--- src/rtl/bcd_converter_if.sv ---
// Binary-in / BCD-digits-out bundle for bcd_converter.
// Define BCD_HUNDREDS_EN to carry d100 instead of ovf.
interface bcd_converter_if #(
   parameter int IN_W  = 8,
   parameter int DIG_W = 4
);
   logic [IN_W-1:0]  hex;
   logic [DIG_W-1:0] d1;
   logic [DIG_W-1:0] d10;
`ifdef BCD_HUNDREDS_EN
   logic [1:0]       d100;
`else
   logic             ovf;
`endif

`ifdef BCD_HUNDREDS_EN
   modport master (output hex, input d1, d10, d100);
   modport slave  (input hex, output d1, d10, d100);
`else
   modport master (output hex, input d1, d10, ovf);
   modport slave  (input hex, output d1, d10, ovf);
`endif
endinterface

--- src/rtl/bcd_converter.sv ---
// Registered 8-bit binary to BCD converter (double-dabble, one cycle latency).
// Macro BCD_HUNDREDS_EN: adds d100 output and drops the ovf flag.
module bcd_converter #(
   parameter int IN_W  = 8,
   parameter int DIG_W = 4
) (
   input  logic                 Clk,
   input  logic                 Rst,
   bcd_converter_if.slave       bus
);

   localparam int SR_W = 3 * DIG_W + IN_W;

   // stage[k] holds the shift register after k add-3/shift iterations
   logic [SR_W-1:0] stage [0:IN_W];

   assign stage[0] = {{(3 * DIG_W){1'b0}}, bus.hex};

   genvar gi;
   generate
      for (gi = 0; gi < IN_W; gi++) begin : g_dabble
         logic [SR_W-1:0] adj;

         always_comb begin
            adj = stage[gi];
            for (int n = 0; n < 3; n++) begin
               if (adj[IN_W + n * DIG_W +: DIG_W] >= DIG_W'(5)) begin
                  adj[IN_W + n * DIG_W +: DIG_W] = adj[IN_W + n * DIG_W +: DIG_W] + DIG_W'(3);
               end
            end
         end

         assign stage[gi + 1] = adj << 1;
      end
   endgenerate

   logic [DIG_W-1:0] d1_d,  d1_q;
   logic [DIG_W-1:0] d10_d, d10_q;

   assign d1_d  = stage[IN_W][IN_W +: DIG_W];
   assign d10_d = stage[IN_W][IN_W + DIG_W +: DIG_W];

`ifdef BCD_HUNDREDS_EN
   logic [1:0] d100_d, d100_q;

   assign d100_d = stage[IN_W][IN_W + 2 * DIG_W +: 2];

   always_ff @(posedge Clk) begin
      if (Rst) begin
         d1_q   <= '0;
         d10_q  <= '0;
         d100_q <= '0;
      end else begin
         d1_q   <= d1_d;
         d10_q  <= d10_d;
         d100_q <= d100_d;
      end
   end

   assign bus.d100 = d100_q;
`else
   logic ovf_d, ovf_q;

   // A non-zero hundreds digit is exactly the >99 condition; tens/ones wrap mod 100.
   assign ovf_d = |stage[IN_W][IN_W + 2 * DIG_W +: DIG_W];

   always_ff @(posedge Clk) begin
      if (Rst) begin
         d1_q  <= '0;
         d10_q <= '0;
         ovf_q <= 1'b0;
      end else begin
         d1_q  <= d1_d;
         d10_q <= d10_d;
         ovf_q <= ovf_d;
      end
   end

   assign bus.ovf = ovf_q;
`endif

   assign bus.d1  = d1_q;
   assign bus.d10 = d10_q;

endmodule

--- src/flat_wrapper.sv ---
// flat-port wrapper written by rule: the top's interface ports become plain ports
module bcd_converter_flat 
#(
   parameter int IN_W  = 8,
   parameter int DIG_W = 4
)
  (Clk, Rst, bus_hex, bus_d1, bus_d10, bus_ovf);
  bcd_converter_if #(.IN_W(IN_W), .DIG_W(DIG_W)) bus_i ();
  input  logic Clk;
  input  logic Rst;
  input wire logic [$bits(bus_i.hex)-1:0] bus_hex;
  output wire logic [$bits(bus_i.d1)-1:0] bus_d1;
  output wire logic [$bits(bus_i.d10)-1:0] bus_d10;
  output wire logic [$bits(bus_i.ovf)-1:0] bus_ovf;
  assign bus_i.hex = bus_hex;
  assign bus_d1 = bus_i.d1;
  assign bus_d10 = bus_i.d10;
  assign bus_ovf = bus_i.ovf;
  bcd_converter #(.IN_W(IN_W), .DIG_W(DIG_W)) u_core (.Clk(Clk), .Rst(Rst), .bus(bus_i));
endmodule
--- config.mk ---
export PLATFORM = sky130hd
export DESIGN_NAME = bcd_converter_flat
export DESIGN_NICKNAME = d
export VERILOG_FILES = /design/src/rtl/bcd_converter_if.sv /design/src/rtl/bcd_converter.sv /design/src/flat_wrapper.sv
export SDC_FILE = /design/constraint.sdc
export NUM_CORES = 1
export LEC_CHECK = 0
export ABC_CLOCK_PERIOD_IN_PS = 10600
export CAP_MARGIN = 20
export CORE_ASPECT_RATIO = 1.75
export CORE_UTILIZATION = 50
export CTS_BUF_LIST = sky130_fd_sc_hd__clkbuf_4 sky130_fd_sc_hd__clkbuf_8
export DETAILED_ROUTE_END_ITERATION = 7
export HOLD_SLACK_MARGIN = 0.06
export PLACE_DENSITY = 0.75
export SLEW_MARGIN = 15
export SYNTH_ARGS = -nofsm -noshare
export SYNTH_HDL_FRONTEND = slang
export SYNTH_SLANG_ARGS = --single-unit
--- constraint.sdc ---
create_clock -name Clk -period 10.6 [get_ports Clk]
set_input_delay 1.06 -clock Clk [delete_from_list [all_inputs] [get_ports Clk]]
set_output_delay 1.06 -clock Clk [all_outputs]
set_load 0.02 [all_outputs]
======== Yosys cells after proc, flatten, opt, wreduce, memory -nomap -nowiden ========
Index checks and enable logic that the tools add are counted.
storage, ports and cells
  logic and storage cells ................. 58
  input port bits ......................... 10
  register bits after elaboration ......... 9
  output and inout bits ................... 9
operators by class
  reductions and logical operators ........ 1
  $add $sub $neg .......................... 18
  mux-type cells .......................... 18
  $lt $le $gt $ge ......................... 18
operator list
  cell                                                                   number
  4-bit by 3-bit >= comparator with 1-bit output, second input constant  15
  4-bit by 2-bit adder with 4-bit output, second input constant          11
  4-bit 2-to-1 mux                                                       11
  3-bit 2-to-1 mux                                                       7
  3-bit by 2-bit adder with 3-bit output, second input constant          4
  1-bit by 2-bit adder with 3-bit output, both inputs constant           2
  1-bit by 3-bit >= comparator with 1-bit output, both inputs constant   2
  4-bit OR reduction                                                     1
  1-bit by 2-bit adder with 3-bit output, second input constant          1
  1-bit by 3-bit >= comparator with 1-bit output, second input constant  1

======== Depth between registers and ports, before layout ========
  word-level depth ........................ 15
  mapped depth ............................ 21
  mapped depth without buffers ............ 21

======== Worst setup path before layout ========
Ideal clock, no wire load.
  path type ............................... input to register
  from .................................... input port bus_hex[6]
  to ...................................... register u_core.d1_q[2], in the netlist u_core.bus.d1[2]
  stages on the path ...................... 20
  setup time .............................. 0.086 ns
  buffers on the path ..................... 0
  data arrival time ....................... 5.093 ns
  setup slack ............................. 5.422 ns
  cell sequence ........................... inv_1 ha_1 o21ai_1 xnor2_1 ha_1 nand2b_1 a32oi_2 xnor2_1 ha_1 nand2b_1 a21boi_4 mux2_2 o21ai_0 o21ai_1 ha_1 nand2b_1 maj3_2 a221oi_2 nor2b_1 a211oi_1
between the ends
  word-level cells in the longest chain between the ends .. 12
  elaborated cells between the ends (all ways) .. 18
  those cells by class .................... add/sub (6); order compare (6); mux (6)
ends and longest elaborated chain
  what                                                                                                             line                                      RTL
  start: declaration                                                                                               flat_wrapper.sv:11                        input wire logic [$bits(bus_i.hex)-1:0] bus_hex;
  4-bit by 2-bit adder with 4-bit output / 4-bit by 3-bit >= comparator with 1-bit output (equally long branches)  bcd_converter.sv:28, bcd_converter.sv:27
  4-bit 2-to-1 mux *                                                                                               bcd_converter.sv:27                       if (adj[IN_W + n * DIG_W +: DIG_W] >= DIG_W'(5)) begin
  4-bit by 2-bit adder with 4-bit output / 4-bit by 3-bit >= comparator with 1-bit output (equally long branches)  bcd_converter.sv:28, bcd_converter.sv:27
  4-bit 2-to-1 mux *                                                                                               bcd_converter.sv:27
  4-bit by 2-bit adder with 4-bit output / 4-bit by 3-bit >= comparator with 1-bit output (equally long branches)  bcd_converter.sv:28, bcd_converter.sv:27
  4-bit 2-to-1 mux *                                                                                               bcd_converter.sv:27
  4-bit by 3-bit >= comparator with 1-bit output / 4-bit by 2-bit adder with 4-bit output (equally long branches)  bcd_converter.sv:27, bcd_converter.sv:28
  4-bit 2-to-1 mux *                                                                                               bcd_converter.sv:27
  4-bit by 3-bit >= comparator with 1-bit output / 4-bit by 2-bit adder with 4-bit output (equally long branches)  bcd_converter.sv:27, bcd_converter.sv:28
  4-bit 2-to-1 mux *                                                                                               bcd_converter.sv:27
  4-bit by 2-bit adder with 4-bit output / 4-bit by 3-bit >= comparator with 1-bit output (equally long branches)  bcd_converter.sv:28, bcd_converter.sv:27
  4-bit 2-to-1 mux *                                                                                               bcd_converter.sv:27
  end signal: assignment                                                                                           bcd_converter.sv:69                       d1_q <= '0;
  end signal: assignment                                                                                           bcd_converter.sv:73                       d1_q <= d1_d;
  end: declaration                                                                                                 bcd_converter.sv:37                       logic [DIG_W-1:0] d1_d, d1_q;
Mark *: on every way between the ends. The rest lies on a longest branch, timed or not.
A chain may end at the register's enable or synchronous reset.

======== Final worst setup path ========
Same ends and word-level chain as after synthesis.

==> key figures <==
Outcome
  • Status: finished clean

Yosys
  • Total of flip-flops plus latches after synthesis: 9
  • Post-synthesis cell count: 144
  • Number of synthesized flops with an enable pin: 0
  • Most used DFF post-synth: sky130_fd_sc_hd__dfxtp_1
  • Synthesized net count: about 160
  • Biggest area contributors in the synthesized netlist: sky130_fd_sc_hd__dfxtp_1 (16%), sky130_fd_sc_hd__ha_1 (9.8%), sky130_fd_sc_hd__nand2_1 (4.6%)
  • Proportion of synthesized chip area in sequential cells: 15.60%
  • Most instantiated library cell after synthesis: sky130_fd_sc_hd__nand2_1
  • Warnings from Yosys: 0
  • Proportion of synthesized flip-flops having asynchronous set or reset: 0%
  • Post-synth top cells: sky130_fd_sc_hd__nand2_1 (14), sky130_fd_sc_hd__nor2_1 (10), sky130_fd_sc_hd__dfxtp_1 (9), sky130_fd_sc_hd__ha_1 (9)
  • Number of different library cells in the post-synthesis netlist: 55
  • Top cell type's share of synthesized area: roughly 16%
  • Largest area contributor in the netlist: sky130_fd_sc_hd__dfxtp_1
  • Per-instance average area after synthesis: 8.020 sq um
  • Synthesized area: 0.001155 sq mm

Min path
  • Cell depth of the worst hold path: 2
  • Hold Crit Start: bus_hex[0]
  • Endpoint, Worst Hold: u_core.bus.d1[0]
  • Min-delay worst type: input pin to register

Pwr
  • Portion of total power attributed to combinational logic: roughly two thirds
  • Clock group share of total power: 13.2%
  • Pwr Density: 156.4 mW/mm^2
  • Relative contribution of sequential cells to total power: 20.6%
  • Internal power: roughly 0.00012 W
  • Sw power: 0.00009001 W
  • Sw Ratio: 42.21%
  • Maximum VDD drop: 0.05849 mV
  • Static leakage power: roughly 0.55 nW

Clocking
  • Buffer levels on the longest clock path: 2
  • Hold bufs inserted after CTS: 0
  • Post-cts sizing count: 0
  • Post-CTS setup-driven buffer insertion count: 0
  • TritonCTS clock tree: yes
  • Sinks on Clock Net: 9
  • H-tree depth reported by CTS: 1
  • Clock buffers created by TritonCTS: 3
  • Clock tree root buffer cell: sky130_fd_sc_hd__clkbuf_4
  • Clock transition at path regs: 50 ps

Die
  • Vertical extent of the die: between 60 and 70 microns
  • Area inside the core boundary: 0.002147 sq mm
  • Placement row count: 22
  • I/O pin cnt: 19
  • Initial standard-cell utilization of the core: 53.79%
  • Die area: 0.002513 sq mm
  • Chip Width: 38.33 microns

Place
  • Pre-CTS worst setup slack: 4255 ps
  • IO buf count: 18
  • Estimated wirelength of the detail-placed design: approximately 2000 microns
  • RePlAce Congestion: 0.8210

GRT
  • Wire length of the first global-routing pass: ~4200 microns
  • Global routing usage summed across all routing layers: 22.41%
  • GRT Residual Overflow: 0
  • Via count of the first global-routing pass: 1032
  • Maximum number of pins on one net before global-route repair: 14
  • Initial antenna violation count: 0

STA
  • Period minus WS final: 6080 ps
  • Fraction of the cycle the final worst path needs: 57.36%
  • Setup repair after global routing missed its margin: false
  • Final setup margin: ~4500 ps
  • Final setup TNS: 0 ps
  • Final Hold Viols: 0
  • Final number of setup-violating endpoints: 0
  • Top achievable clock speed: 164.5 MHz
  • Worst-Margin Slew: 611.9 ps
  • Slew Viols, Final: 0
  • Max-slew headroom: 58.91%

Detailed routing
  • Via count normalized by instance count: 6.174
  • Remaining antenna violation count: 0
  • Routed WL: 2447 microns
  • Violation count after the first detailed-routing iteration: 38
  • Residual DRC: 0
  • Detailed-route wire length per cell: 13.30 microns
  • Via count of the routed design: 1136
  • DRT Pass-1 Iters: 4

Setup path
  • Maximum fanout along the worst path: 7
  • Critical path endpoint category: register
  • Critical path start-end classification: input pin to register
  • Required time at the worst-slack endpoint: approximately 11000 ps
  • Arrival time worst endpoint: 6260 ps
  • Kind of start point of the critical path: input pin

Cells and area
  • Area added between synthesis and finish: 18.09%
  • Fraction of layout cells with a size suffix above 1: 11.25%
  • FF/Latch Area: ~180 sq um
  • Combined area of the multi-input logic cells: around 920 sq um
  • # fillers: 203
  • Inserted Diodes: 0
  • Number of nets in the final layout: 180

Flow run
  • Number of max-cap violations: 0
per-stage QoR:
stage	hold WS, ps	instances	total power (W)	instance area, sq um	utilization [%]
finish	1369	184	0.0002133	1364	63.52
global route	1377	184	0.0002313	1364	63.52
detailed placement	1635	180	0.0001861	1334	62.12
CTS	1369	184	0.0002148	1364	63.52
global placement	1629	180	0.0001821	1334	62.12
floorplan	1188	144	0.0001507	1155	-
flip-flops by register name (all words and copies together), names as in the netlist:
name            flops
u_core.bus.d10      4
u_core.bus.d1       4
u_core.bus.ovf      1
worst max-delay path: stages:
cell and delay (ps):
sky130_fd_sc_hd__clkdlybuf4s50_1 560, sky130_fd_sc_hd__inv_1 100, sky130_fd_sc_hd__ha_1 260, sky130_fd_sc_hd__o21ai_1 360, sky130_fd_sc_hd__xnor2_1 200, sky130_fd_sc_hd__ha_1 230
sky130_fd_sc_hd__nand2b_1 90, sky130_fd_sc_hd__a32oi_2 280, sky130_fd_sc_hd__xnor2_1 240, sky130_fd_sc_hd__ha_1 290, sky130_fd_sc_hd__nand2b_1 130, sky130_fd_sc_hd__a21boi_4 260
sky130_fd_sc_hd__mux2_2 430, sky130_fd_sc_hd__nand2_1 100, sky130_fd_sc_hd__nand2_1 50, sky130_fd_sc_hd__o21ai_1 190, sky130_fd_sc_hd__ha_1 320, sky130_fd_sc_hd__nor2b_1 300
sky130_fd_sc_hd__o22ai_1 140, sky130_fd_sc_hd__a221oi_2 370, sky130_fd_sc_hd__nor2b_1 90, sky130_fd_sc_hd__a211oi_1 200
per-layer routing:
layer | wire, microns | track usage [%] | vias to the layer above | share of wire [%]
met5 | 0 | 0 | - | 0
met4 | 36 | 8.190 | 0 | 1.5
met3 | 95 | 2.027 | 5 | 3.9
met2 | 1433 | 44.49 | 32 | 59
met1 | 881 | 21.83 | 528 | 36
li1 | - | - | 571 | -
cell type report:
type,instances,area share [%]
Timing Repair Buffer,18,13.21
Sequential cell,9,13.21
Clock buffer,4,2.202
Multi-Input combinational cell,123,67.52
Inverter,6,1.651
Tap cell,24,2.202
how the worst max path moves through the flow:
| stage | slack (ps) | endpoint | startpoint |
|---|---|---|---|
| after CTS | 4490 | u_core.bus.d1[2] | bus_hex[6] |
| after detailed placement | 4260 | u_core.bus.d1[2] | bus_hex[6] |
| after global routing | 3980 | u_core.bus.d1[2] | bus_hex[6] |
| after global placement | 4470 | u_core.bus.d1[2] | bus_hex[6] |
| after floorplan | 5420 | u_core.bus.d1[2] | bus_hex[6] |
| final | 4520 | u_core.bus.d1[2] | bus_hex[6] |
placed cells by master, fill, tap and decap left out, types with 2 or more instances in the layout:
master	netlist	routed
sky130_fd_sc_hd__o22a_1	2	2
sky130_fd_sc_hd__nor2b_1	5	5
sky130_fd_sc_hd__dfxtp_1	9	9
sky130_fd_sc_hd__o22ai_1	4	4
sky130_fd_sc_hd__clkdlybuf4s50_1	0	18
sky130_fd_sc_hd__ha_1	9	9
sky130_fd_sc_hd__o211ai_1	2	2
sky130_fd_sc_hd__nor2_1	10	10
sky130_fd_sc_hd__xnor2_2	2	2
sky130_fd_sc_hd__clkbuf_4	0	4
sky130_fd_sc_hd__a21o_1	2	2
sky130_fd_sc_hd__o21ai_0	5	5
sky130_fd_sc_hd__nand2b_1	5	5
sky130_fd_sc_hd__nand3_1	2	2
sky130_fd_sc_hd__mux2_2	2	2
sky130_fd_sc_hd__inv_1	6	6
sky130_fd_sc_hd__xnor2_1	5	5
sky130_fd_sc_hd__a22oi_1	3	3
sky130_fd_sc_hd__and2_1	3	3
sky130_fd_sc_hd__mux2i_1	4	4
sky130_fd_sc_hd__o21ai_1	2	2
sky130_fd_sc_hd__nor3_1	6	6
sky130_fd_sc_hd__a21oi_1	5	5
sky130_fd_sc_hd__nand2_1	14	14
sky130_fd_sc_hd__a31oi_1	3	3
power groups by stage:
stage	Combinational [W]	Clock (W)	Sequential [W]
after global routing	0.000156	0.0000310	0.0000446
after detailed placement	0.000141	0	0.0000449
after global placement	0.000138	0	0.0000446
after floorplan	0.0000955	0	0.0000552
final	0.000141	0.0000281	0.0000439
after CTS	0.000142	0.0000288	0.0000442
logic make-up (layout without fill, tap and decap cells):
group / count (synthesis) / in the layout / synth area share, %
flip-flops: 9 / 9 / 15.60
buffers and inverters: 12 / 28 / 4.658
AO/OA/AOI/OAI: 49 / 49 / 34.56
XOR/XNOR: 7 / 7 / 6.609
AND/OR/NAND/NOR: 50 / 50 / 21.45
multiplexers: 7 / 7 / 6.392
adder cells (fa/ha/maj): 10 / 10 / 10.73
Note: power is estimated with default switching activity, not from simulation.
